[src/rtl/rv_writeback_unit_pkg.sv]
// Shared constants and types for the writeback stage (package rv_wb_pkg).
// Forwarding outputs are enabled by defining RV_WB_FWD_EN.
package rv_wb_pkg;

    localparam int XLEN_DEF   = 32;
    localparam int REG_ADDR_W = 5;

    typedef enum logic [1:0] {
        WB_NONE,
        WB_ALU,
        WB_LOAD
    } wb_src_e;

endpackage

[src/rtl/rv_writeback_unit_if.sv]
// Handshake/bus bundle between execute/LSU/decode and the writeback stage.
// RV_WB_FWD_EN adds the per-source forwarding signals.
interface rv_writeback_unit_if
    import rv_wb_pkg::*;
#(
    parameter int XLEN = XLEN_DEF
);
    logic                  alu_valid;
    logic                  alu_ready;
    logic [REG_ADDR_W-1:0] alu_rd;
    logic [XLEN-1:0]       alu_data;

    logic                  ld_issue_valid;
    logic                  ld_issue_ready;
    logic [REG_ADDR_W-1:0] ld_issue_rd;
    logic                  ld_resp_valid;
    logic [XLEN-1:0]       ld_resp_data;

    logic [REG_ADDR_W-1:0] rs1;
    logic [REG_ADDR_W-1:0] rs2;
    logic                  rs1_busy;
    logic                  rs2_busy;

    logic                  reg_we;
    logic [REG_ADDR_W-1:0] reg_rd;
    logic [XLEN-1:0]       reg_wdata;
    wb_src_e               wb_src;

`ifdef RV_WB_FWD_EN
    logic                  rs1_fwd_valid;
    logic                  rs2_fwd_valid;
    logic [XLEN-1:0]       rs1_fwd_data;
    logic [XLEN-1:0]       rs2_fwd_data;
`endif

    modport slave (
        input  alu_valid, alu_rd, alu_data,
        input  ld_issue_valid, ld_issue_rd, ld_resp_valid, ld_resp_data,
        input  rs1, rs2,
        output alu_ready, ld_issue_ready, rs1_busy, rs2_busy,
        output reg_we, reg_rd, reg_wdata, wb_src
`ifdef RV_WB_FWD_EN
        , output rs1_fwd_valid, rs2_fwd_valid, rs1_fwd_data, rs2_fwd_data
`endif
    );

    modport master (
        output alu_valid, alu_rd, alu_data,
        output ld_issue_valid, ld_issue_rd, ld_resp_valid, ld_resp_data,
        output rs1, rs2,
        input  alu_ready, ld_issue_ready, rs1_busy, rs2_busy,
        input  reg_we, reg_rd, reg_wdata, wb_src
`ifdef RV_WB_FWD_EN
        , input rs1_fwd_valid, rs2_fwd_valid, rs1_fwd_data, rs2_fwd_data
`endif
    );

endinterface

[src/rtl/rv_writeback_unit_tag_fifo.sv]
// Synchronous tag FIFO holding destination registers of outstanding loads.
// Pointers carry an extra wrap bit to tell full from empty.
module rv_wb_tag_fifo #(
    parameter int DEPTH = 4,
    parameter int WIDTH = 5
) (
    input  logic             clk,
    input  logic             rst,
    input  logic             push_i,
    input  logic [WIDTH-1:0] wdata_i,
    input  logic             pop_i,
    output logic             full_o,
    output logic             empty_o,
    output logic [WIDTH-1:0] head_o
);
    localparam int AW = $clog2(DEPTH);

    logic [WIDTH-1:0] mem_q [DEPTH];
    logic [AW:0]      wptr_q, rptr_q;
    logic             do_push, do_pop;

    assign empty_o = (wptr_q == rptr_q);
    assign full_o  = (wptr_q[AW] != rptr_q[AW]) && (wptr_q[AW-1:0] == rptr_q[AW-1:0]);
    assign head_o  = mem_q[rptr_q[AW-1:0]];
    assign do_push = push_i && !full_o;
    assign do_pop  = pop_i && !empty_o;

    always_ff @(posedge clk) begin
        if (rst) begin
            wptr_q <= '0;
            rptr_q <= '0;
        end else begin
            if (do_push) wptr_q <= wptr_q + 1'b1;
            if (do_pop)  rptr_q <= rptr_q + 1'b1;
        end
    end

    always_ff @(posedge clk) begin
        if (do_push) mem_q[wptr_q[AW-1:0]] <= wdata_i;
    end

endmodule

[src/rtl/rv_writeback_unit.sv]
// Writeback stage: load/ALU write arbitration, load scoreboard and hazard outputs.
// RV_WB_FWD_EN replaces the in-flight stall term with forwarding outputs.
module rv_writeback_unit
    import rv_wb_pkg::*;
#(
    parameter int XLEN     = XLEN_DEF,
    parameter int LD_DEPTH = 4
) (
    input logic               clk,
    input logic               rst,
    rv_writeback_unit_if.slave wb
);
    logic [31:0]           pending_q, pending_d;
    logic                  fifo_full, fifo_empty;
    logic [REG_ADDR_W-1:0] head_rd;
    logic                  ld_issue_ready, alu_ready;
    logic                  ld_push, ld_pop, alu_fire;

    logic                  we_q;
    logic [REG_ADDR_W-1:0] rd_q;
    logic [XLEN-1:0]       wdata_q;
    wb_src_e               src_q;

    // The pending check forbids set-and-clear of one register in a single cycle.
    assign ld_issue_ready = !fifo_full && !pending_q[wb.ld_issue_rd];
    assign alu_ready      = !wb.ld_resp_valid && !pending_q[wb.alu_rd];
    assign ld_push        = wb.ld_issue_valid && ld_issue_ready;
    assign ld_pop         = wb.ld_resp_valid && !fifo_empty;
    assign alu_fire       = wb.alu_valid && alu_ready;

    rv_wb_tag_fifo #(
        .DEPTH (LD_DEPTH),
        .WIDTH (REG_ADDR_W)
    ) u_tag_fifo (
        .clk     (clk),
        .rst     (rst),
        .push_i  (ld_push),
        .wdata_i (wb.ld_issue_rd),
        .pop_i   (ld_pop),
        .full_o  (fifo_full),
        .empty_o (fifo_empty),
        .head_o  (head_rd)
    );

    always_comb begin
        pending_d = pending_q;
        if (ld_pop)  pending_d[head_rd]        = 1'b0;
        if (ld_push) pending_d[wb.ld_issue_rd] = 1'b1;
        pending_d[0] = 1'b0;
    end

    always_ff @(posedge clk) begin
        if (rst) begin
            pending_q <= '0;
            we_q      <= 1'b0;
            rd_q      <= '0;
            wdata_q   <= '0;
            src_q     <= WB_NONE;
        end else begin
            pending_q <= pending_d;
            if (ld_pop) begin
                we_q    <= (head_rd != '0);
                rd_q    <= head_rd;
                wdata_q <= wb.ld_resp_data;
                src_q   <= (head_rd != '0) ? WB_LOAD : WB_NONE;
            end else if (alu_fire) begin
                we_q    <= (wb.alu_rd != '0);
                rd_q    <= wb.alu_rd;
                wdata_q <= wb.alu_data;
                src_q   <= (wb.alu_rd != '0) ? WB_ALU : WB_NONE;
            end else begin
                we_q  <= 1'b0;
                src_q <= WB_NONE;
            end
        end
    end

    assign wb.ld_issue_ready = ld_issue_ready;
    assign wb.alu_ready      = alu_ready;
    assign wb.reg_we         = we_q;
    assign wb.reg_rd         = rd_q;
    assign wb.reg_wdata      = wdata_q;
    assign wb.wb_src         = src_q;

`ifdef RV_WB_FWD_EN
    assign wb.rs1_fwd_valid = we_q && (rd_q == wb.rs1) && (wb.rs1 != '0);
    assign wb.rs2_fwd_valid = we_q && (rd_q == wb.rs2) && (wb.rs2 != '0);
    assign wb.rs1_fwd_data  = wdata_q;
    assign wb.rs2_fwd_data  = wdata_q;
    assign wb.rs1_busy      = pending_q[wb.rs1];
    assign wb.rs2_busy      = pending_q[wb.rs2];
`else
    // Without forwarding, a source must also wait out the cycle its write is in flight.
    assign wb.rs1_busy = pending_q[wb.rs1] || (we_q && (rd_q == wb.rs1) && (wb.rs1 != '0));
    assign wb.rs2_busy = pending_q[wb.rs2] || (we_q && (rd_q == wb.rs2) && (wb.rs2 != '0));
`endif

endmodule

[src/flat_wrapper.sv]
// flat-port wrapper written by rule: the top's interface ports become plain ports
module rv_writeback_unit_flat import rv_wb_pkg::*;
#(
    parameter int XLEN     = XLEN_DEF,
    parameter int LD_DEPTH = 4
)
  (clk, rst, wb_alu_valid, wb_alu_rd, wb_alu_data, wb_ld_issue_valid, wb_ld_issue_rd, wb_ld_resp_valid, wb_ld_resp_data, wb_rs1, wb_rs2, wb_alu_ready, wb_ld_issue_ready, wb_rs1_busy, wb_rs2_busy, wb_reg_we, wb_reg_rd, wb_reg_wdata, wb_wb_src);
  rv_writeback_unit_if #(.XLEN(XLEN)) wb_i ();
  input logic clk;
  input logic rst;
  input wire logic [$bits(wb_i.alu_valid)-1:0] wb_alu_valid;
  input wire logic [$bits(wb_i.alu_rd)-1:0] wb_alu_rd;
  input wire logic [$bits(wb_i.alu_data)-1:0] wb_alu_data;
  input wire logic [$bits(wb_i.ld_issue_valid)-1:0] wb_ld_issue_valid;
  input wire logic [$bits(wb_i.ld_issue_rd)-1:0] wb_ld_issue_rd;
  input wire logic [$bits(wb_i.ld_resp_valid)-1:0] wb_ld_resp_valid;
  input wire logic [$bits(wb_i.ld_resp_data)-1:0] wb_ld_resp_data;
  input wire logic [$bits(wb_i.rs1)-1:0] wb_rs1;
  input wire logic [$bits(wb_i.rs2)-1:0] wb_rs2;
  output wire logic [$bits(wb_i.alu_ready)-1:0] wb_alu_ready;
  output wire logic [$bits(wb_i.ld_issue_ready)-1:0] wb_ld_issue_ready;
  output wire logic [$bits(wb_i.rs1_busy)-1:0] wb_rs1_busy;
  output wire logic [$bits(wb_i.rs2_busy)-1:0] wb_rs2_busy;
  output wire logic [$bits(wb_i.reg_we)-1:0] wb_reg_we;
  output wire logic [$bits(wb_i.reg_rd)-1:0] wb_reg_rd;
  output wire logic [$bits(wb_i.reg_wdata)-1:0] wb_reg_wdata;
  output wire logic [$bits(wb_i.wb_src)-1:0] wb_wb_src;
  assign wb_i.alu_valid = wb_alu_valid;
  assign wb_i.alu_rd = wb_alu_rd;
  assign wb_i.alu_data = wb_alu_data;
  assign wb_i.ld_issue_valid = wb_ld_issue_valid;
  assign wb_i.ld_issue_rd = wb_ld_issue_rd;
  assign wb_i.ld_resp_valid = wb_ld_resp_valid;
  assign wb_i.ld_resp_data = wb_ld_resp_data;
  assign wb_i.rs1 = wb_rs1;
  assign wb_i.rs2 = wb_rs2;
  assign wb_alu_ready = wb_i.alu_ready;
  assign wb_ld_issue_ready = wb_i.ld_issue_ready;
  assign wb_rs1_busy = wb_i.rs1_busy;
  assign wb_rs2_busy = wb_i.rs2_busy;
  assign wb_reg_we = wb_i.reg_we;
  assign wb_reg_rd = wb_i.reg_rd;
  assign wb_reg_wdata = wb_i.reg_wdata;
  assign wb_wb_src = wb_i.wb_src;
  rv_writeback_unit #(.XLEN(XLEN), .LD_DEPTH(LD_DEPTH)) u_core (.clk(clk), .rst(rst), .wb(wb_i));
endmodule
[config.mk]
export PLATFORM = sky130hd
export DESIGN_NAME = rv_writeback_unit_flat
export DESIGN_NICKNAME = d
export VERILOG_FILES = /design/src/rtl/rv_writeback_unit_pkg.sv /design/src/rtl/rv_writeback_unit_if.sv /design/src/rtl/rv_writeback_unit_tag_fifo.sv /design/src/rtl/rv_writeback_unit.sv /design/src/flat_wrapper.sv
export SDC_FILE = /design/constraint.sdc
export NUM_CORES = 1
export LEC_CHECK = 0
export CAP_MARGIN = 40
export CORE_AREA = 5 5 110 122
export DETAILED_ROUTE_END_ITERATION = 10
export DIE_AREA = 0 0 115 127
export PLACE_DENSITY = 0.88
export SYNTH_ARGS = -nofsm -noshare
export SYNTH_HDL_FRONTEND = slang
export SYNTH_SLANG_ARGS = --single-unit
[constraint.sdc]
create_clock -name clk -period 4 [get_ports clk]
set_input_delay 0.8 -clock clk [delete_from_list [all_inputs] [get_ports clk]]
set_output_delay 0.8 -clock clk [all_outputs]
set_load 0.01 [all_outputs]
# Word level (Yosys, flattened, before mapping)
# Memory sizes are Yosys's and may differ from the RTL's. A register that Yosys moved wholly into a read port is not among the register bits.
# Cells that the tools add are included.
# classes
muxes,28
bitwise_logic,3
n_addsub,2
n_reduce_logical,26
eq_ne,5
order_cmp,7
# op_table
operator,n
$mux W32,4
$and A32 B32 Y32,1
$not A32 Y32,1
$or A32 B32 Y32,1
$lt A5 B6 Y1 const B,5
$bmux W1 S5,4
$reduce_bool A5 Y1,4
$logic_and A1 B1 Y1,14
$mux W1,11
$demux W1 S5,2
$eq A5 B5 Y1,2
$ge A5 B1 Y1 const B,2
$mux W2,5
$mux W5,2
$add A3 B1 Y3 const B,2
$logic_not A1 Y1,5
$eq A3 B3 Y1,1
$eq A2 B2 Y1,1
$logic_or A1 B1 Y1,2
$reduce_bool A2 Y1,1
$ne A1 B1 Y1,1
# word_totals
input_bits,89
word_cells,80
ramBits,20
memories,1
output_inout_bits,44
ff_bits,78
# memory_table
memory,depth,word_bits,read_ports,rd_clocked_by_memory_dff,wr,line_no,rtl
u_core.u_tag_fifo.mem_q,4,5,1,1,1,rv_writeback_unit_tag_fifo.sv:18,logic [WIDTH-1:0] mem_q [DEPTH];

# Longest topological paths before layout
# logic_depth
ltp_word,9
depth_mapped,9
ltp_nobuf,5

# Cells and area by module
# A second synthesis with hierarchy kept.
# unflattened
hier_cells,701
hier_area_um2,6313.6
# by_module_without_submodules
module,area_each_um2,seq_area_each_um2,n_inst,cells_each
rv_writeback_unit,5007.3,1421.4,1,605
rv_wb_tag_fifo,1306.3,760.7,1,96

# Worst setup path before layout
# No wires, ideal clock.
# synth_timing
path_kind,input -> output
startpoint,input port wb_rs1[0]
endpoint,output port wb_rs1_busy
t_arrival_ns,2.551
path_slack_ns,0.649
n_path_buf,1
required_ns,3.200
path_stages,5
cell_sequence,clkbuf_1 mux4_2 mux4_2 a22oi_1 o21ai_0
# synth_between
elab_chain_cells,4
elab_cells_between_ends,7
cone_classes,eq/ne (1); mux (2); reduce/logical (4)
# synth_rtl
element,line_no,rtl
start: declaration,flat_wrapper.sv:18,input wire logic [$bits(wb_i.rs1)-1:0] wb_rs1;
"parallel branches: the longest is 3 deep, another holds $bmux W1 S5",-,
$logic_or A1 B1 Y1 *,rv_writeback_unit.sv:94,assign wb.rs1_busy = pending_q[wb.rs1] || (we_q && (rd_q == wb.rs1) && (wb.rs1 != '0));
end: declaration,flat_wrapper.sv:22,output wire logic [$bits(wb_i.rs1_busy)-1:0] wb_rs1_busy;
# Mark *: on every way between the ends. The select of a mux whose other input is x is not followed.

# Worst setup path after layout
# layout_timing
startpoint,input port wb_ld_issue_rd[0]
endpoint,output port wb_ld_issue_ready
# layout_between
elab_chain_cells,4
# layout_rtl
element,line_no,rtl
start: declaration,flat_wrapper.sv:15,input wire logic [$bits(wb_i.ld_issue_rd)-1:0] wb_ld_issue_rd;
$bmux W1 S5,rv_writeback_unit.sv:25,assign ld_issue_ready = !fifo_full && !pending_q[wb.ld_issue_rd];
$mux W1 (not written as such),rv_writeback_unit.sv:25,
$logic_not A1 Y1,rv_writeback_unit.sv:25,
$logic_and A1 B1 Y1,rv_writeback_unit.sv:25,
end: declaration,flat_wrapper.sv:21,output wire logic [$bits(wb_i.ld_issue_ready)-1:0] wb_ld_issue_ready;
# Every way passes these cells. The select of a mux whose other input is x is not followed.

==> summary.txt <==
Worst setup path
  • Flop2flop setup slack: roughly 1.5 ns
  • Worst-path maximum fanout: 6
  • R2r endpoint: u_core.wb.reg_wdata[12]
  • Worst EP required: 3.20 ns
  • Crit Path Class: in2out
  • R2R cell count: 7
  • CP Launch Point: wb_ld_issue_rd[0]
  • Crit path DAT: roughly 3 ns
  • FF-to-FF Start: u_core.pending_q[27]
  • Crit. End Element: primary output
  • CP Launch Type: input pin

Global route
  • Antenna violations before repair: 0
  • Global-route wire length before repair: 30900 um
  • All-Layer GR Usage: 0.267
  • GRT overflow: 0
  • Vias in the first global route: around 5900
  • Pin count of the biggest net entering global routing: 60

STA
  • Final period util: 0.952
  • Fmax achieved: between 200 and 300 MHz
  • Rel. slew slack: 0.441
  • Setup TNS: 0 ns
  • Slew @ Worst Pin: roughly 0.84 ns
  • Crit path time final: ~3.8 ns
  • Setup repair after global routing missed its margin: false
  • Skew final: about 0.0087 ns
  • Pins over their slew limit: 0
  • Final setup vio count: 0
  • Final hold viol count: 0

Route
  • Drt pass-1 iters: 5
  • Total routed wirelength: 19700 um
  • WL/cell: 22.8 um
  • Detailed-route DRC error count: 0
  • Initial DRC Count: 1129
  • DR vias/cell: roughly 6.7
  • DR vias: roughly 5800
  • Final ANT Viol Nets: 0

Placement
  • IO Port Bufs: 132
  • Hpwl dp: approximately 14000 um
  • Final GP Congestion: ~0.99
  • Placement Cell Area: between 7000 and 8000 um^2

Floorplanning
  • Die width: approximately 120 um
  • Die Height: 127 um
  • Io pins: 133
  • Die area: between 10000 and 15000 um^2
  • Initial Util: 0.498
  • CORE AREA: 12000 um^2
  • Rows: 42

Min path
  • Worst hold path depth: 2
  • Hold Path End: u_core.wb.reg_wdata[0]
  • Hold Path Origin: u_core.wb.reg_wdata[0]
  • Min-Delay Path Class: reg2reg

Finish
  • Layout cells sized above 1: 0.145
  • Area of the multi-input gates: around 3500 um^2
  • Layout net count: 798
  • Layout overhead on the synthesized area: 31.0%
  • Filler cells: 910
  • Final std cell area, no fill: between 7000 and 8000 um^2
  • N_diodes: 0
  • Sequential cell area: between 2000 and 2500 um^2
  • Final core utilization: 0.653

Power
  • Worst vdd ir: ~220 uV
  • Leak: 2.72 nW
  • Power density cells: slightly below 400 nW/um^2
  • Comb power frac: 0.310
  • Int Pwr: roughly 2.1 mW
  • Psw: 950 uW
  • Sw Share: 0.312
  • Sequential power share: 0.401
  • Clock power share: 0.289

Yosys
  • Gate Count Post-Synth: slightly below 600
  • Top-area cell type share of the netlist area: 0.265
  • Synthesized area per cell: between 10 and 15 um^2
  • Synth warn: 0
  • Number of synthesized flops with an enable pin: 20
  • Ranking of synthesized cells by area: dfxtp_1 26%, mux4_2 12%, edfxtp_1 10%
  • Post-synth top area cell: dfxtp_1
  • Main flop type after synthesis: dfxtp_1
  • Yosys cell types: 52
  • Ys async rst share: 0
  • Mapped cell area: 5970 um^2
  • Yosys reg bits: 99
  • Seq/Total Area, Yosys: 0.365
  • Syn_nets: a little under 700

Clock tree
  • Post-CTS Setup Repair Bufs: 0
  • Clock Latency Late Sink: between 0.3 and 0.4 ns
  • Root Buffer: clkbuf_16
  • H-tree depth: 3
  • Clock transition at path regs: 0.06 ns
  • CTS tree: done
  • CTS max path bufs: 2
  • Cts hold-fix bufs: 0
  • Clock sink count: 99
  • TritonCTS Buffers: 9

Job
  • Max Cap Viol: 0

Run status
  • Outcome: finished, final reports clean
[layout by cell type, fill, tap and decap left out, types with 6 or more instances in the layout]
cell type / n
nor2b_1: 33
o31ai_1: 67
nand2_1: 15
xor2_1: 10
mux4_2: 33
a41oi_1: 35
nor2_1: 53
buf_4: 32
o21ai_0: 26
nand3_1: 10
clkbuf_16: 11
a211oi_1: 36
nand2b_1: 10
mux2i_1: 14
edfxtp_1: 20
inv_1: 6
clkdlybuf4s50_1: 127
dfxtp_1: 79
nand3b_1: 10
[power groups by stage]
stage	clock [mW]	combinational, mW	sequential [mW]
2_1_floorplan	0	0.483	1.25
3_3_place_gp	0	0.908	1.24
3_5_place_dp	0	0.932	1.24
4_1_cts	0.894	0.938	1.22
5_1_grt	0.930	1.01	1.24
6_report	0.882	0.944	1.22
[through the flow]
step / power (mW) / std cells / worst slack, ns / hold slack, ns
after floorplan: 1.74 / 584 / 0.649 / 0.479
after global placement: 2.15 / 847 / -0.0865 / 0.459
after detailed placement: 2.18 / 847 / -0.0747 / 0.471
after CTS: 3.05 / 863 / 0.0134 / 0.482
after global routing: 3.18 / 863 / 0.128 / 0.502
final: 3.05 / 863 / 0.193 / 0.476
[critical path: stages]
cell and delay (ns):
clkdlybuf4s50_1 0.46, buf_4 0.16, mux4_1 0.57, inv_1 0.08, o21ai_2 0.07, or4_4 0.54, inv_1 0.06, dlygate4sd2_1 0.26
[kinds of logic after synthesis]
| logic type | share of synthesized area |
|---|---|
| xor+xnor | 0.0191 |
| buf+inv | 0.0543 |
| fa+ha+maj | 0.0105 |
| simple gates | 0.142 |
| compound gates | 0.243 |
| flops | 0.365 |
| mux | 0.166 |
[layout make-up]
cell class | count | share of cell area
multi-input combinational | 420 | 0.445
sequential | 99 | 0.279
clock buffer | 12 | 0.0357
clock inverter | 4 | 0.00368
tap | 154 | 0.0246
timing repair buffer | 168 | 0.210
inverter | 6 | 0.00288
[synthesized netlist by cell type, types with 2 or more instances]
library cell	instances
dfxtp_1	79
o31ai_1	68
nor2_1	53
clkbuf_1	40
a211oi_1	36
a41oi_1	35
mux4_2	33
nor2b_1	33
o21ai_0	26
edfxtp_1	20
nand2_1	15
mux2i_1	14
buf_2	10
nand2b_1	10
nand3_1	10
nand3b_1	10
xor2_1	10
buf_6	9
inv_1	6
ha_1	5
mux2_2	5
a21oi_1	4
and2_1	4
nor4_1	4
nor3b_1	3
o41ai_1	3
or2_2	3
xnor2_1	3
a211o_1	2
a22oi_1	2
a311oi_1	2
and3_1	2
mux4_1	2
nor3_1	2
o32ai_1	2
or3b_2	2
or4_1	2
[routing by layer]
layer	wire length (um)	vias to the layer above	GRT usage
li1	-	2542	-
met1	7260	2758	0.328
met2	9440	405	0.434
met3	2130	72	0.0624
met4	856	0	0.138
met5	0	-	0
[registers in the layout, indices dropped and copies added (netlist names), named ones only]
name                      cells
u_core.u_tag_fifo.wptr_q      3
u_core.pending_q             31
u_core.u_tag_fifo.mem_q      20
u_core.wb.wb_src              2
u_core.wb.reg_we              1
u_core.u_tag_fifo.rptr_q      3
u_core.wb.reg_wdata          32
u_core.wb.reg_rd              5
[worst max-delay path by stage]
stage / end / slack [ns] / cells past startpoint
final: wb_ld_issue_ready / 0.19 / 8
after global routing: wb_ld_issue_ready / 0.13 / 9
after CTS: wb_rs2_busy / 0.01 / 7
after detailed placement: wb_ld_issue_ready / -0.07 / 8
after global placement: wb_ld_issue_ready / -0.09 / 8
after floorplan: wb_rs1_busy / 0.65 / 5
[what timing repair did]
action	in CTS	in global routing
gates resized for setup	2	2
cloned	0	0
endpoints found under the setup margin	2	2
Note: power is estimated with default switching activity, not from simulation.
